### config.mk
export PLATFORM = sky130hd
export DESIGN_NAME = cordic_ln_sched
export DESIGN_NICKNAME = d
export VERILOG_FILES = /design/src/rtl/cordic_ln_sched.sv
export SDC_FILE = /design/constraint.sdc
export NUM_CORES = 1
export LEC_CHECK = 0
export BUFFER_PORTS_ARGS = -buffer_cell sky130_fd_sc_hd__buf_2
export CORE_MARGIN = 2
export CORE_UTILIZATION = 48
export DETAILED_ROUTE_END_ITERATION = 7
export GPL_TIMING_DRIVEN = 0
export MAX_ROUTING_LAYER = met4
export PLACE_DENSITY_LB_ADDON = 0.05
export SETUP_SLACK_MARGIN = 0.5
export SKIP_CTS_REPAIR_TIMING = 1
export SLEW_MARGIN = 20
export SYNTH_ARGS = -nofsm -noshare
export SYNTH_HDL_FRONTEND = slang
export SYNTH_SLANG_ARGS = --single-unit
export TNS_END_PERCENT = 10
### constraint.sdc
create_clock -name clk -period 4.05 [get_ports clk]
set_clock_uncertainty 0.1 [all_clocks]
set_input_delay 0.6075 -clock clk [delete_from_list [all_inputs] [get_ports clk]]
set_output_delay 0.6075 -clock clk [all_outputs]
set_load 0.03 [all_outputs]
### src/rtl/cordic_ln_sched.sv
`default_nettype none
// +--------------------------------------------------------------------------+
// | Module      : cordic_ln_sched                                            |
// | Description : Round-robin scheduler sharing one cordic_In ln pipeline    |
// |               among N requesters, with tag-based result routing.         |
// |               Optional operand range check under RANGE_CHECK_EN.         |
// | Revision    : 1.0 - initial release                                      |
// +--------------------------------------------------------------------------+
module cordic_ln_sched #(
    parameter int N        = 4,
    parameter int IDW      = 2,
    parameter int PIPELINE = 16,
    parameter int OUTST    = 2
) (
    input  logic              clk,
    input  logic              rst_n,
    input  logic [N-1:0]      req_vaild,
    input  logic [32*N-1:0]   req_data,
    output logic [N-1:0]      req_ready,
    output logic [31:0]       cor_iData,
    output logic              cor_pre_vaild,
    input  logic [31:0]       cor_In,
    input  logic              cor_post_vaild,
    output logic              rsp_vaild,
    output logic [IDW-1:0]    rsp_id,
    output logic [31:0]       rsp_data,
    output logic              rsp_err,
    output logic              seq_err,
    output logic              busy
);

    localparam int              c_lat   = PIPELINE + 2;
    localparam int              c_cw    = $clog2(OUTST + 1);
    localparam logic [c_cw-1:0] c_outst = c_cw'(OUTST);

    logic [IDW-1:0]  r_ptr;
    logic [c_cw-1:0] r_cnt [N];
    logic [N-1:0]    w_elig;
    logic [N-1:0]    w_grant;
    logic [N-1:0]    w_dec;
    logic [N-1:0]    w_nz;
    logic [IDW-1:0]  w_gnt_id;
    logic            w_hs;
    int              w_idx;
    logic [31:0]     w_op;
    logic            w_rng_err;
    logic            w_tail_err;

    logic            r_iss_v;
    logic [IDW-1:0]  r_iss_id;
    logic            r_tv  [c_lat];
    logic [IDW-1:0]  r_tid [c_lat];
    logic            w_tail_v;

    for (genvar gi = 0; gi < N; gi++) begin : g_req
        assign w_elig[gi] = req_vaild[gi] & (r_cnt[gi] < c_outst);
        assign w_dec[gi]  = rsp_vaild & (rsp_id == IDW'(gi));
        assign w_nz[gi]   = |r_cnt[gi];
    end

    // First eligible requester at or after the pointer, wrapping N-1 -> 0.
    always_comb begin
        w_grant  = '0;
        w_gnt_id = '0;
        w_hs     = 1'b0;
        w_idx    = 0;
        for (int k = 0; k < N; k++) begin
            w_idx = int'(r_ptr) + k;
            if (w_idx >= N) w_idx = w_idx - N;
            if (!w_hs && w_elig[w_idx]) begin
                w_hs            = 1'b1;
                w_gnt_id        = IDW'(w_idx);
                w_grant[w_idx]  = 1'b1;
            end
        end
        if (!rst_n) begin
            w_grant = '0;
            w_hs    = 1'b0;
        end
    end

    assign req_ready = w_grant;
    assign w_op      = req_data[int'(w_gnt_id)*32 +: 32];
    assign w_tail_v  = r_tv[c_lat-1];
    assign busy      = |w_nz;

`ifdef RANGE_CHECK_EN
    logic r_iss_err;
    logic r_terr [c_lat];

    assign w_rng_err  = ($signed(w_op) < 32'sd6554) || ($signed(w_op) > 32'sd627835);
    assign w_tail_err = r_terr[c_lat-1];

    // Rejected operands still occupy a tag slot so their response keeps normal latency.
    always_ff @(posedge clk or negedge rst_n) begin
        if (!rst_n) begin
            r_iss_err <= 1'b0;
            rsp_err   <= 1'b0;
            for (int k = 0; k < c_lat; k++) r_terr[k] <= 1'b0;
        end else begin
            r_iss_err <= w_hs & w_rng_err;
            r_terr[0] <= r_iss_err;
            for (int k = 1; k < c_lat; k++) r_terr[k] <= r_terr[k-1];
            rsp_err   <= r_terr[c_lat-1];
        end
    end
`else
    assign w_rng_err  = 1'b0;
    assign w_tail_err = 1'b0;
    assign rsp_err    = 1'b0;
`endif

    always_ff @(posedge clk or negedge rst_n) begin
        if (!rst_n) begin
            r_ptr         <= '0;
            cor_pre_vaild <= 1'b0;
            cor_iData     <= '0;
            r_iss_v       <= 1'b0;
            r_iss_id      <= '0;
            rsp_vaild     <= 1'b0;
            rsp_id        <= '0;
            rsp_data      <= '0;
            seq_err       <= 1'b0;
            for (int k = 0; k < c_lat; k++) begin
                r_tv[k]  <= 1'b0;
                r_tid[k] <= '0;
            end
        end else begin
            r_iss_v       <= w_hs;
            cor_pre_vaild <= w_hs & ~w_rng_err;
            if (w_hs) begin
                r_ptr    <= (w_gnt_id == IDW'(N-1)) ? '0 : w_gnt_id + IDW'(1);
                r_iss_id <= w_gnt_id;
            end
            if (w_hs && !w_rng_err) cor_iData <= w_op;

            r_tv[0]  <= r_iss_v;
            r_tid[0] <= r_iss_id;
            for (int k = 1; k < c_lat; k++) begin
                r_tv[k]  <= r_tv[k-1];
                r_tid[k] <= r_tid[k-1];
            end

            rsp_vaild <= w_tail_v;
            rsp_id    <= r_tid[c_lat-1];
            rsp_data  <= w_tail_err ? 32'd0 : cor_In;
            if (cor_post_vaild != (w_tail_v & ~w_tail_err)) seq_err <= 1'b1;
        end
    end

    // A grant and a response for the same requester in one cycle cancel out.
    always_ff @(posedge clk or negedge rst_n) begin
        if (!rst_n) begin
            for (int i = 0; i < N; i++) r_cnt[i] <= '0;
        end else begin
            for (int i = 0; i < N; i++) begin
                if (w_grant[i] && !w_dec[i])
                    r_cnt[i] <= r_cnt[i] + c_cw'(1);
                else if (!w_grant[i] && w_dec[i] && w_nz[i])
                    r_cnt[i] <= r_cnt[i] - c_cw'(1);
            end
        end
    end

endmodule
`default_nettype wire

==> flow_results.org <==
** Run status
- The flow ran to the end, and the final reports show no timing, DRC or antenna violations.

** Timing
- Final count of hold timing violations :: 0
- Slew at the pin with the worst max-slew slack :: 0.715 ns
- Setup repair after global routing could not meet its margin everywhere.
- Period utilization :: 88.1%
- The number of max-slew violations in the final report was 0.
- Time the final worst path needs with I/O delays and setup :: 3.57 ns
- Achievable frequency :: 280 MHz
- Hold timing on the final database bottoms out at a slack of 0.0379 ns.
- Count of endpoints failing setup in the final report :: 0
- The worst pin sits at a relative slew slack of 52.0%.

** Detailed routing
- Post-DR vias/cell :: 5.63
- After detailed routing, the total wire length is 16400 µm.
- Number of DRC markers in iteration 0 :: 372
- Pre-antenna DRT Iters :: 7
- Drt wl/cell :: 18.0 µm
- Detailed routing inserted a total of 5111 vias.
- Post-route antenna net violation count :: 0
- Post-route DRC violation count :: 0

** Yosys
- The share of synthesized area in the top cell type comes to 60.0%.
- Netlist cell types :: 55
- By instance count, the leading cell after synthesis is sky130_fd_sc_hd__dfrtp_1.
- Most frequent cells after synthesis :: sky130_fd_sc_hd__dfrtp_1 (135), sky130_fd_sc_hd__nand2_1 (32), sky130_fd_sc_hd__nor2_1 (31), sky130_fd_sc_hd__a31oi_1 (19), sky130_fd_sc_hd__clkbuf_1 (19)
- Sequential element share of the synthesized area :: 60.0%
- Synthesized netlist cell count :: 473
- Biggest area consumer among synthesized cells :: sky130_fd_sc_hd__dfrtp_1
- Most area-consuming cells after synthesis :: sky130_fd_sc_hd__dfrtp_1 (60%), sky130_fd_sc_hd__o22a_1 (2.6%), sky130_fd_sc_hd__a22o_1 (2.3%), sky130_fd_sc_hd__o211ai_1 (2.3%), sky130_fd_sc_hd__o31ai_1 (2.3%)
- The most used flip-flop cell after synthesis is sky130_fd_sc_hd__dfrtp_1.
- Synthesis inferred 135 register bits.
- Of all flip-flops after synthesis, the portion carrying an async set or reset was 100%.
- Synth warn :: 0
- Synth Area per Inst :: 11.9 µm²
- Number of nets produced by synthesis :: 648
- The synthesized design contains 0 enable-type register cells.
- The synthesized netlist occupies a cell area of 5630 µm².

** Floorplanning
- Y dimension of the die :: 112 µm
- Core Rows :: 39
- The floorplan step defined a core boundary enclosing 11400 µm².
- Die area :: 12600 µm²
- IO Count :: 242
- Starting utilization of the core area :: 49.3%
- Horizontal die dimension :: 112 µm

** CTS
- For this design, the sink count on the clock tree is 135.
- Clock tree synthesis inserted a total of 17 buffers.
- Root buf cell :: sky130_fd_sc_hd__clkbuf_16
- The clock tree synthesis step divided the H-tree into 4 levels.
- Clock buffer depth :: 2
- Clock-pin slew was measured on the worst setup and hold paths at 0.05 ns.
- For the worst-skew pair, the clock arrives at the later sink with an insertion delay of 0.41 ns.
- Clock tree from TritonCTS :: yes

** Critical path
- Required @ worst endpoint :: 3.34 ns
- The worst setup path is of the flop to primary output kind.
- Along the worst path, the maximum fanout reaches 8.
- Worst Setup Start Kind :: flop
- Critical Path Sink Type :: primary output
- Walking the worst path, the cells encountered are clkinvlp_4, ha_4, buf_6, and4bb_2, nor4_4, and3b_1, o21ai_2, o211ai_4, buf_6.
- Among all stages on the critical path, the largest delay is contributed by sky130_fd_sc_hd__dfrtp_2.
- Arr. time, crit path :: 2.86 ns
- Critical path's most frequent cell :: sky130_fd_sc_hd__buf_6
- In this design, the stage delay of the slowest critical-path cell is 0.45 ns.

** Run
- Number of maximum-capacitance constraint violations :: 0

** Layout
- Number of diodes added for antenna fixing :: 0
- Core occupancy in the finished layout :: 69.1%
- Layout-stage area growth over the synthesis result :: 40.3%
- The count of cells in the finished layout, fillers not included, comes to 908.
- For this run, the post-layout net count is 927.
- Fraction of final layout cells with drive strength greater than 1 :: 42.4%

** Place
- Post-Place Cells :: 857
- During placement, the flow inserted port buffers numbering 240.
- The congestion estimate from routability-driven global placement came to 0.836.
- Post-detailed-placement half-perimeter wirelength :: 11700 µm

** GRT
- GRT Util Overall :: 26.8%
- The first global-routing pass estimated 25500 µm of wire.
- Vias in the first global route :: 5131
- Maximum number of pins on one net before global-route repair :: 103
- The initial antenna violation count came to 0.
- Total overflow reported by the global router :: 0

** Pwr
- Lkg Pwr :: 3.74 nW
- Maximum vdd ir drop :: 497 µV
- Overall power after layout :: 6.80 mW
- Power spread over the standard cell area amounts to 862 nW/µm².

** Worst hold path
- Worst min-delay path class :: input pin to asynchronous set/reset pin
state kept, by name, indices dropped and copies added, names as in the netlist, 2 cells and up, named ones only:
register and flops:
r_tid 36, cor_iData 32, rsp_id 2, r_iss_id 2
r_cnt 8, r_tv 17, rsp_data 32
cell usage in the layout (no fill, tap or decap), types with 5 or more instances in the layout:
master	instances
sky130_fd_sc_hd__buf_2	243
sky130_fd_sc_hd__dfrtp_1	133
sky130_fd_sc_hd__nand2_1	32
sky130_fd_sc_hd__nor2_1	31
sky130_fd_sc_hd__clkbuf_1	22
sky130_fd_sc_hd__a31oi_1	19
sky130_fd_sc_hd__buf_4	19
sky130_fd_sc_hd__o22ai_1	17
sky130_fd_sc_hd__o22a_1	17
sky130_fd_sc_hd__o211ai_1	17
sky130_fd_sc_hd__o31ai_1	17
sky130_fd_sc_hd__clkbuf_16	17
sky130_fd_sc_hd__a211oi_1	15
sky130_fd_sc_hd__a22oi_1	15
sky130_fd_sc_hd__a22o_1	15
sky130_fd_sc_hd__nand3_1	8
sky130_fd_sc_hd__nor3_1	8
sky130_fd_sc_hd__nand4_1	7
sky130_fd_sc_hd__ha_1	7
sky130_fd_sc_hd__inv_1	6
sky130_fd_sc_hd__clkinvlp_4	5
sky130_fd_sc_hd__nand2b_1	5
sky130_fd_sc_hd__nand3b_1	5
cell type report:
class                           instances  area (µm²)
Inverter                                9        41.3
Fill cell                             907        3520
Tap cell                              143         179
Clock inverter                          7         118
Buffer                                 31         139
Timing Repair Buffer                  260        1410
Multi-Input combinational cell        298        2140
Clock buffer                           25         485
Sequential cell                       135        3380
critical path, delay by kind of cell, from the launching register on:
kind / cells / cell delay (ns)
DFF: 1 / 0.45
buffers and inverters: 3 / 0.48
AOI/OAI and AO/OA: 2 / 0.32
adders and majority gates: 1 / 0.31
and+or+nand+nor: 3 / 0.88
path summary, 6_finish.rpt:
check / to / start / cells past startpoint / slack (ns)
max in group asynchronous: r_tv[5] / rst_n / 2 / 3.32
min in group clk: rsp_data[27] / cor_In[27] / 1 / 0.20
setup reg to reg: cor_iData[22] / flop / 9 / 0.78
hold / removal: rsp_data[29] / rst_n / 2 / 0.04
hold reg to reg: r_tid[21] / r_tid[23] / 0 / 0.24
setup / recovery: req_ready[2] / flop / 9 / 0.48
logic make-up after synthesis:
kind of cell / count (synthesis) / synth area share, %
AO/OA/AOI/OAI: 156 / 21.1
flip-flops: 135 / 60.0
AND/OR/NAND/NOR: 127 / 12.6
buffers and inverters: 40 / 2.91
adder cells (fa/ha/maj): 8 / 1.78
XOR/XNOR: 3 / 0.467
multiplexers: 3 / 1.00
other: 1 / 0.0666
metrics by stage:
step,instance area (µm²),setup TNS [ns],worst slack [ns]
after detailed placement,7040,0,0.0918
after CTS,7650,0,0.182
after floorplan,5630,0,0.974
final,7890,0,0.482
after global routing,7890,0,0.369
after global placement,7010,-50.27,-1.31
metal layers:
metal | part of all wire [%] | up-vias | GRT usage (%)
met4 | 2.3 | 0 | 10.5
met2 | 50 | 231 | 42.6
met5 | 0 | - | -
met3 | 7.1 | 28 | 8.10
met1 | 41 | 2512 | 32.4
li1 | - | 2340 | -
power breakdown:
part | internal, mW | total, mW | switching, mW
clock network | 1.02 | 1.56 | 0.541
registers | 1.83 | 2.17 | 0.338
logic | 1.24 | 3.07 | 1.84
total | 4.09 | 6.80 | 2.71
Power figures use the tool's default switching activity.
